===== src/rtl/arb_pkg.sv =====
// -----------------------------------------------------------------------------
// arb_pkg
//   Shared types and helpers for the round-robin bus arbiter.
//   - arb_state_e      : arbiter FSM states (IDLE, GRANT)
//   - DEFAULT_MAX_HOLD : default forced-release limit for ARB_HOLD_LIMIT_EN builds
//   - clog2_min1()     : ceil(log2(n)) clamped to at least 1, used for index widths
// -----------------------------------------------------------------------------
package arb_pkg;

    typedef enum logic {
        IDLE  = 1'b0,
        GRANT = 1'b1
    } arb_state_e;

    localparam int DEFAULT_MAX_HOLD = 16;

    // Width needed to hold an index in [0, n-1]; never zero so that a single
    // master still gets a real (1-bit) gnt_id port.
    function automatic int clog2_min1(input int n);
        int r;
        r = 0;
        for (int i = 0; i < 31; i++) begin
            if ((1 << i) < n) begin
                r = i + 1;
            end
        end
        return (r < 1) ? 1 : r;
    endfunction

endpackage


===== src/rtl/rr_pick.sv =====
// -----------------------------------------------------------------------------
// rr_pick
//   Combinational round-robin picker. Returns the first set request bit at or
//   above ptr, wrapping modulo N, optionally ignoring one excluded master.
//   Ports:
//     req      in  [N-1:0]     request vector
//     ptr      in  [ID_W-1:0]  highest-priority index
//     excl_en  in              enable exclusion of excl_idx
//     excl_idx in  [ID_W-1:0]  master to ignore (the current owner)
//     found    out             at least one eligible request
//     idx      out [ID_W-1:0]  index of the winner (0 when found=0)
// -----------------------------------------------------------------------------
module rr_pick #(
    parameter int N    = 4,
    parameter int ID_W = 2
) (
    input  logic [N-1:0]    req,
    input  logic [ID_W-1:0] ptr,
    input  logic            excl_en,
    input  logic [ID_W-1:0] excl_idx,
    output logic            found,
    output logic [ID_W-1:0] idx
);

    localparam int W2 = 2 * N;

    logic [N-1:0]  excl_hit;
    logic [N-1:0]  req_m;
    logic [W2-1:0] dbl;
    logic [W2-1:0] above;
    int            sel;

    genvar gi;

    generate
        for (gi = 0; gi < N; gi++) begin : g_excl
            assign excl_hit[gi] = excl_en && (int'(excl_idx) == gi);
        end
    endgenerate

    assign req_m = req & ~excl_hit;

    // Two copies side by side: masking off everything below ptr in the
    // doubled vector leaves the wrapped-around bits in the upper copy, so a
    // plain lowest-bit search yields the round-robin winner.
    assign dbl = {req_m, req_m};

    generate
        for (gi = 0; gi < W2; gi++) begin : g_mask
            assign above[gi] = dbl[gi] && (gi >= int'(ptr));
        end
    endgenerate

    always_comb begin
        found = 1'b0;
        sel   = 0;
        for (int i = W2 - 1; i >= 0; i--) begin
            if (above[i]) begin
                found = 1'b1;
                sel   = i;
            end
        end
        idx = (sel >= N) ? ID_W'(sel - N) : ID_W'(sel);
    end

endmodule


===== src/rtl/rr_bus_arbiter.sv =====
// -----------------------------------------------------------------------------
// rr_bus_arbiter
//   N-master round-robin bus arbiter with registered one-hot grants and bus
//   locking: an owner keeps the bus for as long as it holds its request.
//   Optional feature macro: ARB_HOLD_LIMIT_EN -- when defined, an owner that
//   has held the bus MAX_HOLD cycles is forced off if anyone else is waiting,
//   and preempt pulses for one cycle.
//   Ports:
//     clk        in               system clock, rising edge
//     rst        in               synchronous active-high reset
//     req        in  [N-1:0]      per-master request, held for the transaction
//     gnt        out [N-1:0]      registered one-hot grant, zero when idle
//     gnt_id     out [ID_W-1:0]   binary index of the granted master
//     gnt_valid  out              |gnt
//     preempt    out              1-cycle forced-release pulse (0 if feature off)
// -----------------------------------------------------------------------------
module rr_bus_arbiter
    import arb_pkg::*;
#(
    parameter  int NUM_MASTERS = 4,
    parameter  int MAX_HOLD    = DEFAULT_MAX_HOLD,
    localparam int ID_W        = clog2_min1(NUM_MASTERS)
) (
    input  logic                   clk,
    input  logic                   rst,
    input  logic [NUM_MASTERS-1:0] req,
    output logic [NUM_MASTERS-1:0] gnt,
    output logic [ID_W-1:0]        gnt_id,
    output logic                   gnt_valid,
    output logic                   preempt
);

    generate
        if (NUM_MASTERS < 1 || MAX_HOLD < 2) begin : g_bad_cfg
            $error("rr_bus_arbiter: NUM_MASTERS must be >=1 and MAX_HOLD >=2");
        end
    endgenerate

    arb_state_e             state_q, state_d;
    logic [ID_W-1:0]        ptr_q, ptr_d;
    logic [NUM_MASTERS-1:0] gnt_q, gnt_d;
    logic [ID_W-1:0]        gnt_id_q, gnt_id_d;

    logic                   pick_found;
    logic [ID_W-1:0]        pick_idx;
    logic [ID_W-1:0]        pick_next_ptr;
    logic                   owner_req;
    logic                   force_release;
    logic                   take_pick;
    logic                   go_idle;

    assign owner_req = req[gnt_id_q];

    // In GRANT the owner is excluded, so pick_found means "someone else waits".
    rr_pick #(
        .N    (NUM_MASTERS),
        .ID_W (ID_W)
    ) u_pick (
        .req      (req),
        .ptr      (ptr_q),
        .excl_en  (state_q == GRANT),
        .excl_idx (gnt_id_q),
        .found    (pick_found),
        .idx      (pick_idx)
    );

    assign pick_next_ptr = (pick_idx == ID_W'(NUM_MASTERS - 1)) ? '0 : pick_idx + 1'b1;

`ifdef ARB_HOLD_LIMIT_EN
    localparam int HC_W = clog2_min1(MAX_HOLD);

    logic [HC_W-1:0] hold_cnt_q, hold_cnt_d;
    logic            preempt_q, preempt_d;

    assign force_release = (state_q == GRANT) && owner_req && pick_found
                           && (hold_cnt_q == HC_W'(MAX_HOLD - 1));

    always_comb begin
        hold_cnt_d = hold_cnt_q;
        preempt_d  = 1'b0;
        if (take_pick || go_idle) begin
            hold_cnt_d = '0;
            preempt_d  = force_release;
        end else if (state_q == GRANT && hold_cnt_q != HC_W'(MAX_HOLD - 1)) begin
            // Saturates when nobody else is waiting and the owner stays on.
            hold_cnt_d = hold_cnt_q + 1'b1;
        end
    end

    always_ff @(posedge clk) begin
        if (rst) begin
            hold_cnt_q <= '0;
            preempt_q  <= 1'b0;
        end else begin
            hold_cnt_q <= hold_cnt_d;
            preempt_q  <= preempt_d;
        end
    end

    assign preempt = preempt_q;
`else
    assign force_release = 1'b0;
    assign preempt       = 1'b0;
`endif

    always_comb begin
        state_d   = state_q;
        ptr_d     = ptr_q;
        gnt_d     = gnt_q;
        gnt_id_d  = gnt_id_q;
        take_pick = 1'b0;
        go_idle   = 1'b0;

        case (state_q)
            IDLE: begin
                take_pick = pick_found;
            end
            GRANT: begin
                // Lock: other requests are ignored while the owner holds req.
                if (!owner_req || force_release) begin
                    take_pick = pick_found;
                    go_idle   = !pick_found;
                end
            end
            default: begin
                go_idle = 1'b1;
            end
        endcase

        if (take_pick) begin
            state_d  = GRANT;
            gnt_d    = NUM_MASTERS'(1) << pick_idx;
            gnt_id_d = pick_idx;
            ptr_d    = pick_next_ptr;
        end else if (go_idle) begin
            state_d  = IDLE;
            gnt_d    = '0;
            gnt_id_d = '0;
        end
    end

    always_ff @(posedge clk) begin
        if (rst) begin
            state_q  <= IDLE;
            ptr_q    <= '0;
            gnt_q    <= '0;
            gnt_id_q <= '0;
        end else begin
            state_q  <= state_d;
            ptr_q    <= ptr_d;
            gnt_q    <= gnt_d;
            gnt_id_q <= gnt_id_d;
        end
    end

    assign gnt       = gnt_q;
    assign gnt_id    = gnt_id_q;
    assign gnt_valid = |gnt_q;

endmodule


===== config.mk =====
export PLATFORM = sky130hd
export DESIGN_NAME = rr_bus_arbiter
export DESIGN_NICKNAME = d
export VERILOG_FILES = /design/src/rtl/arb_pkg.sv /design/src/rtl/rr_pick.sv /design/src/rtl/rr_bus_arbiter.sv
export SDC_FILE = /design/constraint.sdc
export NUM_CORES = 1
export LEC_CHECK = 0
export CAP_MARGIN = 15
export CELL_PAD_IN_SITES_DETAIL_PLACEMENT = 1
export CELL_PAD_IN_SITES_GLOBAL_PLACEMENT = 2
export CORE_MARGIN = 4
export CORE_UTILIZATION = 28
export CTS_BUF_LIST = sky130_fd_sc_hd__clkbuf_8
export CTS_CLUSTER_SIZE = 8
export DETAILED_ROUTE_END_ITERATION = 12
export GPL_TIMING_DRIVEN = 0
export PLACE_DENSITY = 0.83
export SKIP_LAST_GASP = 1
export SLEW_MARGIN = 10
export SYNTH_ARGS = -nofsm -noshare
export SYNTH_HDL_FRONTEND = slang
export SYNTH_HIERARCHICAL = 1
export SYNTH_SLANG_ARGS = --single-unit

===== constraint.sdc =====
create_clock -name clk -period 2.15 [get_ports clk]
set_input_delay 0.43 -clock clk [delete_from_list [all_inputs] [get_ports clk]]
set_output_delay 0.43 -clock clk [all_outputs]
set_load 0.005 [all_outputs]

# After elaboration in Yosys (flattened, before gate mapping)
# Cells that the tools add are included.
# word_totals
regBits	9
input_bits	6
output_inout_bits	8
word_cells	58
# classes
add_sub_neg	2
n_lt_le_gt_ge	5
eq_ne	4
shift	1
n_mux	28
n_bitwise	3
n_reduce_logical	11
# ops
op	n
$mux W32	6
$ge A32 B4 Y1 const B	1
$mux W1	13
$mux W2	4
$mux W4	2
$logic_and A1 B1 Y1	7
$eq A2 B2 Y1 const B	3
$and A4 B4 Y4	1
$ge A1 B2 Y1 const A	2
$not A4 Y4	1
$reduce_or A4 Y1	1
$shl A1 B2 Y4 const A	1
$lt A2 B3 Y1 const B	1
$mux W3	1
$add A2 B1 Y2 const B	1
$bmux W1 S2	1
$eq A2 B1 Y1 const B	1
$ge A2 B2 Y1 const A	1
$logic_not A2 Y1	1
$pmux W1 S2	1
$reduce_bool A2 Y1	1
$sub A2 B1 Y2 const B	1
$logic_not A1 Y1	1
$not A1 Y1	1

# Depth between registers and ports, before layout
# Gate-level depths: netlist of run 1.
# depth
depth_word	16
depth_mapped	9
depth_no_buf	8

# Hierarchy
# Netlist of run 1, hierarchy kept.
# by_module_without_submodules
module	n_inst	cells_per_inst	area_each_um2	seq_area_each_um2
rr_bus_arbiter	1	54	523.0	180.2
rr_pick	1	27	197.7	0.0

# Worst setup path after synthesis of run 1
# No wires, ideal clock.
# synth_timing
kind	flip-flop to flip-flop
from	register state_q
to	register gnt_q[2] (netlist: gnt[2])
setup_ps	129
arrival_time_ps	2072
required_ps	2021
path_slack_ps	-51
path_stages_with_launch	9
path_buffers	0
period_less_slack_ps	2201
path_cell_list	dfxtp_1 -> nor3b_2 -> a211oi_1 -> a2111oi_1 -> inv_1 -> ha_1 -> mux2i_1 -> or2_2 -> a31oi_1
# synth_between
elab_chain_cells	14
word_cells_on_any_way	35
cone_classes	add/sub (1); order compare (1); shift (1); mux (20); bitwise (3); reduce/logical (9)
# synth_rtl
item	line_no	source
from (decl)	rr_bus_arbiter.sv:39	arb_state_e state_q, state_d;
from (signal assigned)	rr_bus_arbiter.sv:149	state_q <= state_d;
$logic_and A1 B1 Y1	rr_pick.sv:37	assign excl_hit[gi] = excl_en && (int'(excl_idx) == gi);
$not A4 Y4 *	rr_pick.sv:41	assign req_m = req & ~excl_hit;
$and A4 B4 Y4 *	rr_pick.sv:41	
$mux W3	rr_pick.sv:58	if (above[i]) begin
$mux W32 (5 in a row)	rr_pick.sv:58	
$mux W32 *	rr_pick.sv:58	
$ge A32 B4 Y1	rr_pick.sv:63	idx = (sel >= N) ? ID_W'(sel - N) : ID_W'(sel);
$mux W2 *	rr_pick.sv:63	
net pick_idx[0]	rr_bus_arbiter.sv:45	logic [ID_W-1:0] pick_idx;
$shl A1 B2 Y4 *	rr_bus_arbiter.sv:132	gnt_d = NUM_MASTERS'(1) << pick_idx;
$mux W4 *	rr_bus_arbiter.sv:130	if (take_pick) begin
to (signal assigned)	rr_bus_arbiter.sv:151	gnt_q <= gnt_d;
to (decl)	rr_bus_arbiter.sv:41	logic [NUM_MASTERS-1:0] gnt_q, gnt_d;
# Mark *: on every way through the listed nets, which the timed path passes. The rest lies on a longest branch.
# A chain may end at the register's enable or synchronous reset.

# Worst setup path after layout of run 1
# layout_timing
from	input port req[0]
to	register gnt_q[2] (netlist: gnt[2])
# layout_between
elab_chain_cells	10
word_cells_on_any_way	25
cone_classes	add/sub (1); order compare (1); shift (1); mux (18); bitwise (1); reduce/logical (3)
# layout_rtl
item	line_no	source
from (decl)	rr_bus_arbiter.sv:26	input logic [NUM_MASTERS-1:0] req,
$and A4 B4 Y4 *	rr_pick.sv:41	
$mux W32 (4 in a row)	rr_pick.sv:58	
$mux W32 *	rr_pick.sv:58	
$ge A32 B4 Y1 or $sub A2 B1 Y2 (tied branches)	rr_pick.sv:63	
$mux W2 *	rr_pick.sv:63	
net pick_idx[1]	rr_bus_arbiter.sv:45	
$shl A1 B2 Y4 *	rr_bus_arbiter.sv:132	
$mux W4 *	rr_bus_arbiter.sv:130	
# Mark *: on every way through the listed nets, which the timed path passes. The rest lies on a longest branch. The select of a mux whose other input is x is not followed.

==> results of run 1 <==
-- per-layer routing --
layer / share of wire, % / routed length [um]
met1: 44 / 802
met2: 51 / 941
met3: 2.8 / 51
met4: 2.6 / 47
met5: 0 / 0
-- final timing paths --
path | from | end | slack, ns | cells past startpoint
min | gnt[0] | gnt[0] | 0.50 | 2
max reg2reg | gnt_id[0] | gnt[2] | 0.14 | 8
min reg2reg | gnt[0] | gnt[0] | 0.50 | 2
max | req[0] | gnt[2] | 0.14 | 9
-- what timing repair did --
item,CTS,global route
setup endpoints to repair,6,5
pin swaps,2,1
setup buffers,3,3
gates resized for setup,8,15
-- logic make-up (layout without fill, tap and decap cells) --
logic type | after synthesis | in the layout
compound gates | 18 | 18
fa+ha+maj | 4 | 4
buf+inv | 9 | 29
flops | 9 | 9
mux | 7 | 7
other cells | 1 | 1
simple gates | 33 | 33
-- final cells by class --
type                       instances  area [um2]  area share, %
tap                               30        37.5           3.77
timing repair buffer              18         158           15.8
clock inverter                     1        3.75          0.377
clock buffer                       3        41.3           4.15
buffer                             2        11.3           1.13
sequential                         9         191           19.2
multi-input combinational         63         534           53.6
inverter                           5        18.8           1.88
-- worst max-delay path, cell delays in order --
cell             delay [ns]
clkdlybuf4s15_1        0.28
mux2i_4                0.20
a211oi_2               0.10
a2111oi_2              0.36
buf_4                  0.19
ha_2                   0.17
mux2i_1                0.06
or2_2                  0.28
a31oi_1                0.12
-- state kept, by name (all words and copies together), names as in the netlist --
register,count
ptr_q,2
gnt,4
gnt_id,2
state_q,1
-- cell usage after synthesis (2+ instances only) --
cell       instances  area (um2)
nor2b_1            4        25.0
or2_2              2        12.5
inv_1              5        18.8
nand3b_1           3        22.5
o2bb2ai_1          5        43.8
nor2_1             5        18.8
clkbuf_1           2        7.51
ha_1               4        50.1
a31oi_1            2        12.5
dfxtp_1            9         180
a21oi_1            2        10.0
nand2_1            4        15.0
nand2b_1           5        31.3
nand3_1            3        15.0
a211oi_1           3        22.5
mux2i_1            5        50.1
-- power by group --
| group | internal, mW | total [mW] | switching (mW) |
|---|---|---|---|
| clock network | 0.125 | 0.203 | 0.0777 |
| registers | 0.214 | 0.280 | 0.0662 |
| logic | 0.264 | 0.453 | 0.188 |
| total | 0.604 | 0.936 | 0.332 |
-- through the flow --
| stage | power, mW | area [um2] | utilization (%) | setup TNS [ns] | setup WS, ns |
|---|---|---|---|---|---|
| 2_1_floorplan | 0.523 | 726 | - | 0 | 0.116 |
| 3_5_place_dp | 0.676 | 883 | 36.0 | -2.70 | -0.485 |
| 3_3_place_gp | 0.667 | 883 | 36.0 | -2.22 | -0.422 |
| 6_report | 0.936 | 996 | 40.6 | 0 | 0.141 |
| 5_1_grt | 1.02 | 996 | 40.6 | -0.0221 | -0.0221 |
| 4_1_cts | 0.923 | 955 | 38.9 | 0 | 0.00565 |
==> impl_results.md, run 1 <==
* Final cell count without fillers at 131
* Vias at 673
* Die Area at 3450 um2
* Warning count from the yosys run at 6
* Clock Sink Count at 9
* Status: completed
* Drt pass-1 iters at 4
* Seq cells post-synth at 9
* Initial antenna violation count at 0
* Antenna viol nets, final at 0
* Wirelength per Cell at 14.1 um
* Total nets after synthesis at about 90
* Initial core utilization at a little under 30%
* Worst Path Arrival at 2.18 ns
* Die span in y at 58.7 um
* Leak at 0.396 nW
* Global-route wire length before repair at 3180 um
* GP Congestion at 0.797
* Number of port buffers at 12
* CTS tree: built
* Worst-path fanout max at 5
* Final Max Tran Viols at 0
* M2 GR Usage at 19.2%
* Area grow syn2layout at 38.2%
* Filler cell count at a little under 300
* RSZ-0062 raised after global routing: yes
* Layout Nets at 112
* PwrDens at ~940 nW/um2
* Hold_buf cts at 0
* WS Path Type: in -> reg
* Total global-route track usage at between 10 and 15%
* Final setup vio count at 0
* Main flop type after synthesis: dfxtp_1
* Worst skew pair latency at 0.24 ns
* Max-Cap Viols at 0
* Fin crit share at 93.4%
* Mapped Cells at 81
* Worst setup SP type: input pin
* Met1 Use GR at 15.2%
* Cell variety after synth at 34
* CTS clk-pin slew, worst paths at 0.05 ns
* Drt total wl at around 1800 um
* Mux contribution to synthesized area at between 10% and 20%
* Largest family of logic cells by synthesized area: simple AND/OR/NAND/NOR gates
* Max Freq at 498 MHz
* Synth Area in Compound Gates at 21.9%
* GRT met3 Usage at roughly 3.3%
* Share of cells above drive strength 1 at 29.7%
* Post-synth EDFFs at 0
* Root buffer cell: clkbuf_8
* Most frequent cells in the layout: 8 x clkdlybuf4s50_1, 7 x buf_4, 6 x inv_1, 6 x dfxtp_1
* FP Rows at 18
* CP required at ~2.3 ns
* Placed Instances at between 100 and 150
* Setup Skew at 0.00206 ns
* Die X at 58.7 um
* Clock tree buffer depth at 2
* Htree depth at 1
* Largest net degree at the start of global routing at 14
* Total grt overflow at 0
* Hold slack at 0.495 ns
* Register area share after synthesis at 25.0%
* Hpwl dp at 1360 um
* Commonest non-fill, non-tap cell in the layout: clkdlybuf4s50_1
* Diodes inserted at 0
* Syn Area/Cell at 8.90 um2
* Worst vdd rail ir drop at 0.413 mV
* Simple-gate share of the synthesized area at a little over a quarter
* Ys async rst share at 0%
* CTS buffer count at 3
* Number of global-route vias before repair at 701
* Synth Area in XOR/XNOR at 0%
* Mapped cell area at 721 um2
* Final hold viol count at 0
* Adder-Cell Fraction of Synth Area at 6.94%
* Drc violations at 0
* I/O pins at 14
* Core ar. at 2450 um2
* GRT busiest layer: met2
* CP endpoint kind: flop
* First DRT Iteration DRCs at 9
* Tightest Hold Check Type: reg -> reg
* Number of vias per cell at 5.14
* Post-layout min period at 2.01 ns
(Power assumes the default switching activity.)
==> run 2, diff against run 1 <==
==> constraint.sdc (replaced) <==
create_clock -name clk -period 1.7 [get_ports clk]
set_input_delay 0.34 -clock clk [delete_from_list [all_inputs] [get_ports clk]]
set_output_delay 0.34 -clock clk [all_outputs]
set_load 0.005 [all_outputs]
==> run 2 against run 1 <==
- the run now ends with negative setup slack left
- clock power rose by 23%
- sequential power increased by 26%
- first-iteration DRC count unchanged
- highest routed layer unchanged
- global-route usage increased by 0.89 points
- largest cell class unchanged
- worst hold slack worse by 0.0031 ns
- die area is the same
- non-clock buffer count increased by 6
- worst setup slack worse by 0.49 ns
- register-to-register slack got worse by 0.49 ns
- combinational power up 70%
- clock skew is 0.0018 ns higher
==> impl_results.md, run 2 (same netlist as run 1, synthesis figures left out) <==
* Final setup vio count at 7 (+7)
* Drt pass-1 iters at 4 (unchanged)
* Core ar. at 2450 um2 (unchanged)
* Delay of the slowest critical-path stage at 0.39 ns (+0.03 ns)
* Drt total wl at 2180 um (+19%)
* Clock power share at 18.2% (-3.5 points)
* Number of port buffers at 12 (unchanged)
* FP Rows at 18 (unchanged)
* Post-layout min period at a little over 2 ns
* Final Max Tran Viols at 0 (unchanged)
* Clock tree buffer depth at 2 (unchanged)
* Commonest non-fill, non-tap cell in the layout: buf_4
* CP endpoint kind: flop
* Number of vias per cell at 5.12 (-0.40%)
* Max Freq at 489 MHz
* Hpwl dp at 1450 um (+6.9%)
* CTS buffer count at 3 (unchanged)
* Initial core utilization at 29.4% (unchanged)
* Final hold viol count at 0 (unchanged)
* CTS tree: built
* CP Cell Sequence: buf_8 -> nor3b_4 -> nor4b_4 -> a2111oi_4 -> ha_2 -> mux2i_1 -> or2_4 -> a31oi_1
* Hold slack at 0.492 ns (-0.00310 ns)
* Core Util, Final at 46.6% (+6.0 points)
* Max reg flops at 4 (unchanged)
* CTS clk-pin slew, worst paths at 0.05 ns (about the same)
* First DRT Iteration DRCs at 9 (unchanged)
* Wirelength per Cell at 15.9 um (+13%)
* Fin area at 1140 um2 (+15%)
* Worst slack, placed at -0.762 ns (-0.276 ns)
* Cell area after placement at 965 um2 (+9.2%)
* Tightest Hold Check Type: reg -> reg
* Layout Nets at 118 (+5.4%)
* Die X at 58.7 um (unchanged)
* Worst setup SP type: flop
* CP required at 1.86 ns (-0.46 ns)
* PwrDens at 1200 nW/um2 (+28%)
* Critical Path Slowest Stage Cell: a2111oi_4
* Combinational power share at 56.1% (+7.7 points)
* Most frequent cells in the layout: 10 x buf_4, 7 x clkdlybuf4s50_1, 6 x dfxtp_1
* Setup WS post-layout at -0.346 ns (-0.487 ns)
* Global-route wire length before repair at 3420 um (+7.6%)
* Max-Cap Viols at 0 (unchanged)
* Placed Instances at 123 (unchanged)
* Diodes inserted at 0 (unchanged)
* Initial antenna violation count at 0 (unchanged)
* Die Area at 3450 um2 (unchanged)
* Sw power at 0.510 mW (+54%)
* Status: finished with violations
* I/O pins at 14 (unchanged)
* Clock Sink Count at 9 (unchanged)
* Net Sw Frac at 37.2% (+1.7 points)
* Share of cells above drive strength 1 at 40.2% (+10 points)
* Antenna viol nets, final at 0 (unchanged)
* Htree depth at 1 (unchanged)
* Pint at 0.862 mW (+43%)
* Fin crit share at 120%
* Final cell count without fillers at 137 (+4.6%)
* Worst-path fanout max at 6 (+1)
* Root buffer cell: clkbuf_8
* Seq pwr share at 25.7% (-4.3 points)
* Area grow syn2layout at 58.7%
* RSZ-0062 raised after global routing: yes
* Vias at 701 (+4.2%)
* Total global-route track usage at 13.3% (+0.89 points)
* Worst vdd rail ir drop at 0.648 mV (+57%)
* Total grt overflow at 0 (unchanged)
* Worst Path Arrival at 2.21 ns (+0.03 ns)
* Largest net degree at the start of global routing at 14 (unchanged)
* Failing checks: negative setup slack
* Drc violations at 0 (unchanged)
* Die span in y at 58.7 um (unchanged)
* GP Congestion at 0.748 (-6.1%)
* Setup Skew at 0.00391 ns (+0.00184 ns)
* Number of global-route vias before repair at 706 (+0.71%)
* Leak at 0.444 nW (+12%)
* WS Path Type: reg -> reg
* Worst skew pair latency at 0.24 ns (about the same)
-- run 2: what timing repair did --
| item | CTS | global route |
|---|---|---|
| endpoints found under the setup margin | 9 | 9 |
| hold buffers | 0 | 0 |
| cloned | 0 | 0 |
| pin swaps | 9 | 5 |
| setup buffers | 5 | 5 |
| gates resized for setup | 18 | 2 |
-- run 2: cell type report --
type                       instances  area, um2
fill                             290       1310
clock buffer                       3       41.3
timing repair buffer              22        194
tap                               30       37.5
buffer                             4       31.3
multi-input combinational         63        628
clock inverter                     1       3.75
inverter                           5       18.8
sequential                         9        189
-- run 2: metal layers --
metal | GRT usage (%) | share of wire, % | vias up
met1 | 17.0 | 47 | 347
met5 | 0 | 0 | -
li1 | - | - | 343
met3 | 4.61 | 2.8 | 2
met2 | 21.6 | 50 | 9
met4 | 2.91 | 0.32 | 0
-- run 2: worst paths after layout --
path                   from      to  slack [ns]  depth (start not counted)
setup / recovery  gnt_id[0]  gnt[1]       -0.35                          8
setup reg to reg  gnt_id[0]  gnt[1]       -0.35                          8
hold reg to reg      gnt[0]  gnt[0]        0.49                          2
hold / removal       gnt[0]  gnt[0]        0.49                          2
-- run 2: through the flow --
stage	power, mW	setup TNS [ns]
6_report	1.37	-1.90
5_1_grt	1.47	-2.48
4_1_cts	1.33	-1.97
3_5_place_dp	0.944	-5.01
3_3_place_gp	0.923	-4.67
2_1_floorplan	0.738	-0.655
-- run 2: critical path: cells and delay by family, from the launching register on --
kind / cells / cell delay (ns)
multiplexers: 1 / 0.07
buffers and inverters: 1 / 0.14
AO/OA/AOI/OAI: 2 / 0.54
AND/OR/NAND/NOR: 3 / 0.61
flip-flops: 1 / 0.34
adder cells (fa/ha/maj): 1 / 0.26
-- run 2: power by group through the flow --
stage | sequential, mW | clock (mW) | combinational [mW]
after detailed placement | 0.356 | 0 | 0.588
final | 0.353 | 0.250 | 0.769
after global placement | 0.352 | 0 | 0.571
after global routing | 0.365 | 0.270 | 0.838
after CTS | 0.357 | 0.259 | 0.710
after floorplan | 0.335 | 0 | 0.402
==> run 3, diff against run 2 <==
--- a/config.mk
+++ b/config.mk
@@ -5,10 +5,9 @@
 export SDC_FILE = /design/constraint.sdc
 export NUM_CORES = 1
 export LEC_CHECK = 0
-export CAP_MARGIN = 15
 export CELL_PAD_IN_SITES_DETAIL_PLACEMENT = 1
 export CELL_PAD_IN_SITES_GLOBAL_PLACEMENT = 2
-export CORE_MARGIN = 4
+export CORE_ASPECT_RATIO = 1.25
 export CORE_UTILIZATION = 28
 export CTS_BUF_LIST = sky130_fd_sc_hd__clkbuf_8
 export CTS_CLUSTER_SIZE = 8
==> run 3 against run 2 <==
- the run still ends with negative setup slack left
- global-route usage increased by 4.2 points
- sequential power about the same
- sequential cell count is the same
- power up 2.5%
- fmax fell by 0.94%
- count of clock-buffer cells in the layout is the same
- via count is 1.3% higher
- first-iteration DRC count grew 22%
- cell area is 0.98% higher
- clock power is 2% higher
- sequential share of layout area increased by 0.056 points
- cell count is 2.9% higher
- largest cell class unchanged
- highest routed layer is now met3
==> impl_results.md, run 3 (same netlist as run 1, synthesis figures left out) <==
* Total global-route track usage at 17.6% (+4.2 points)
* Combinational power share at 56.7% (+0.6 points)
* Total grt overflow at 0 (unchanged)
* Max-Cap Viols at 0 (unchanged)
* Vias at 710 (+1.3%)
* Leak at 0.448 nW (+1.0%)
* Pint at 0.887 mW (+2.8%)
* Clock Sink Count at 9 (unchanged)
* Drt total wl at 2170 um (-0.73%)
* Max Used Layer: met3
* CP required at 1.80 ns (-0.06 ns)
* Sum Neg Setup Slack at -2.49 ns (-0.595 ns)
* GP Congestion at 0.723 (-3.3%)
* Final hold viol count at 0 (unchanged)
* Worst vdd rail ir drop at 0.856 mV (+32%)
* Core ar. at 2430 um2 (-1.1%)
* Met3 wire len at 45 um (-27%)
* Sw power at 0.521 mW (+2.0%)
* Wirelength per Cell at 15.4 um (-3.5%)
* Share of cells above drive strength 1 at 39.8% (-0.37 points)
* Critical Path Slowest Stage Cell: dfxtp_4
* Drt pass-1 iters at 3 (-1)
* Worst setup SP type: flop
* Commonest non-fill, non-tap cell in the layout: buf_4
* Failing checks: negative setup slack
* Met2 routed WL at 1100 um (+1.2%)
* Cell area after placement at 968 um2 (+0.39%)
* Hold_buf cts at 0 (unchanged)
* Fin area at 1150 um2 (+0.98%)
* CTS clk-pin slew, worst paths at 0.05 ns (about the same)
* PwrDens at 1220 nW/um2 (+1.5%)
* Area grow syn2layout at 60.2%
* Delay of the slowest critical-path stage at 0.34 ns (-0.05 ns)
* Filler cell count at 284 (-2.1%)
* Worst skew pair latency at 0.24 ns (about the same)
* Final Max Tran Viols at 0 (unchanged)
* CP endpoint kind: flop
* Reg2Reg Setup Slack at -0.37 ns (-0.02 ns)
* Initial antenna violation count at 0 (unchanged)
* Number of global-route vias before repair at 711 (+0.71%)
* Most frequent cells in the layout: 12 x buf_4, 7 x clkdlybuf4s50_1, 6 x dfxtp_1
* Placed Instances at 126 (+2.4%)
* Htree depth at 1 (unchanged)
* RSZ-0062 raised after global routing: yes
* Setup Skew at 0.000925 ns (-0.00298 ns)
* Largest net degree at the start of global routing at 11 (-3)
* Setup WS post-layout at -0.366 ns (-0.0194 ns)
* Die Area at 2780 um2 (-19%)
* FP Rows at 20 (+2)
* Number of vias per cell at 5.04 (-1.6%)
* Worst Path Arrival at 2.17 ns (-0.04 ns)
* Initial core utilization at 29.7% (+0.33 points)
* CTS buffer count at 3 (unchanged)
* Die span in y at 58.7 um (about the same)
* Final cell count without fillers at 141 (+2.9%)
* WL met1 at 1020 um (-0.39%)
* Core Util, Final at 47.6% (+0.99 points)
* Global-route wire length before repair at 3440 um (+0.61%)
* Drc violations at 0 (unchanged)
* Number of port buffers at 12 (unchanged)
* Hpwl dp at 1460 um (+0.61%)
* Status: finished with violations
* Clock tree buffer depth at 2 (unchanged)
* Worst-path fanout max at 6 (unchanged)
* Max Freq at 484 MHz (-0.94%)
* WS Path Type: reg -> reg
* Final Power at 1.41 mW (+2.5%)
* Seq pwr share at 25.1% (-0.6 points)
* Post-layout min period at 2.07 ns (+0.0194 ns)
* First DRT Iteration DRCs at 11 (+2)
* CP Cell Sequence: buf_8 -> nor3b_4 -> nor4b_4 -> a2111oi_4 -> buf_4 -> inv_2 -> ha_2 -> mux2i_1 -> or2_4 -> a31oi_1
* Antenna viol nets, final at 0 (unchanged)
* Layout Nets at 119 (+0.85%)
* Tightest Hold Check Type: reg -> reg
* Net Sw Frac at 37.0% (-0.18 points)
* Clock power share at 18.2% (about the same)
* Final setup vio count at 8 (+1)
* Fin crit share at 122% (+1.1 points)
* Die X at 47.4 um (-19%)
* Max reg flops at 4 (unchanged)
* Diodes inserted at 0 (unchanged)
* Hold slack at 0.495 ns (+0.00294 ns)
* CTS tree: built
* Root buffer cell: clkbuf_8
* Worst slack, placed at -0.764 ns (-0.00283 ns)
* I/O pins at 14 (unchanged)
[run 3: changes by cell type in the layout (fill, tap and decap cells not counted), sizes merged]
cell,previous run,this run
buf,12,13
dlygate4sd2,4,5
clkdlybuf4s15,1,0
[run 3: routing by layer]
metal  track usage [%]  vias up
met5                 0        -
met4              3.67        0
li1                  -      345
met1              23.0      360
met3              4.60        0
met2              28.4        5
[run 3: power by group through the flow]
| stage | clock, mW | sequential, mW | combinational (mW) |
|---|---|---|---|
| after detailed placement | 0 | 0.357 | 0.587 |
| after floorplan | 0 | 0.335 | 0.402 |
| final | 0.256 | 0.354 | 0.798 |
| after global routing | 0.267 | 0.361 | 0.856 |
| after CTS | 0.253 | 0.352 | 0.718 |
| after global placement | 0 | 0.353 | 0.570 |
[run 3: final timing paths]
kind	startpoint	endpoint	depth (start not counted)
max	gnt_id[0]	gnt[2]	10
min reg2reg	gnt[0]	gnt[0]	2
max reg2reg	gnt_id[0]	gnt[2]	10
min	gnt[0]	gnt[0]	2
[run 3: what timing repair did]
action,in CTS,in global routing
setup buffers,8,3
pin swaps,7,7
gates resized for setup,13,5
cloned,0,0
endpoints found under the setup margin,9,8
[run 3: layout make-up]
cell class                 instances  area (um2)  area share (%)
buffer                             4        31.3            2.71
clock inverter                     1        3.75           0.325
tap                               33        41.3            3.58
inverter                           5        18.8            1.63
timing repair buffer              23         196            17.0
sequential                         9         191            16.6
clock buffer                       3        41.3            3.58
multi-input combinational         63         631            54.6
[run 3: critical path, delay by kind of cell (launching register included)]
family          cells  cell delay (ns)
buf+inv             3             0.38
simple gates        3             0.49
mux                 1             0.13
compound gates      2             0.40
fa+ha+maj           1             0.19
flops               1             0.34
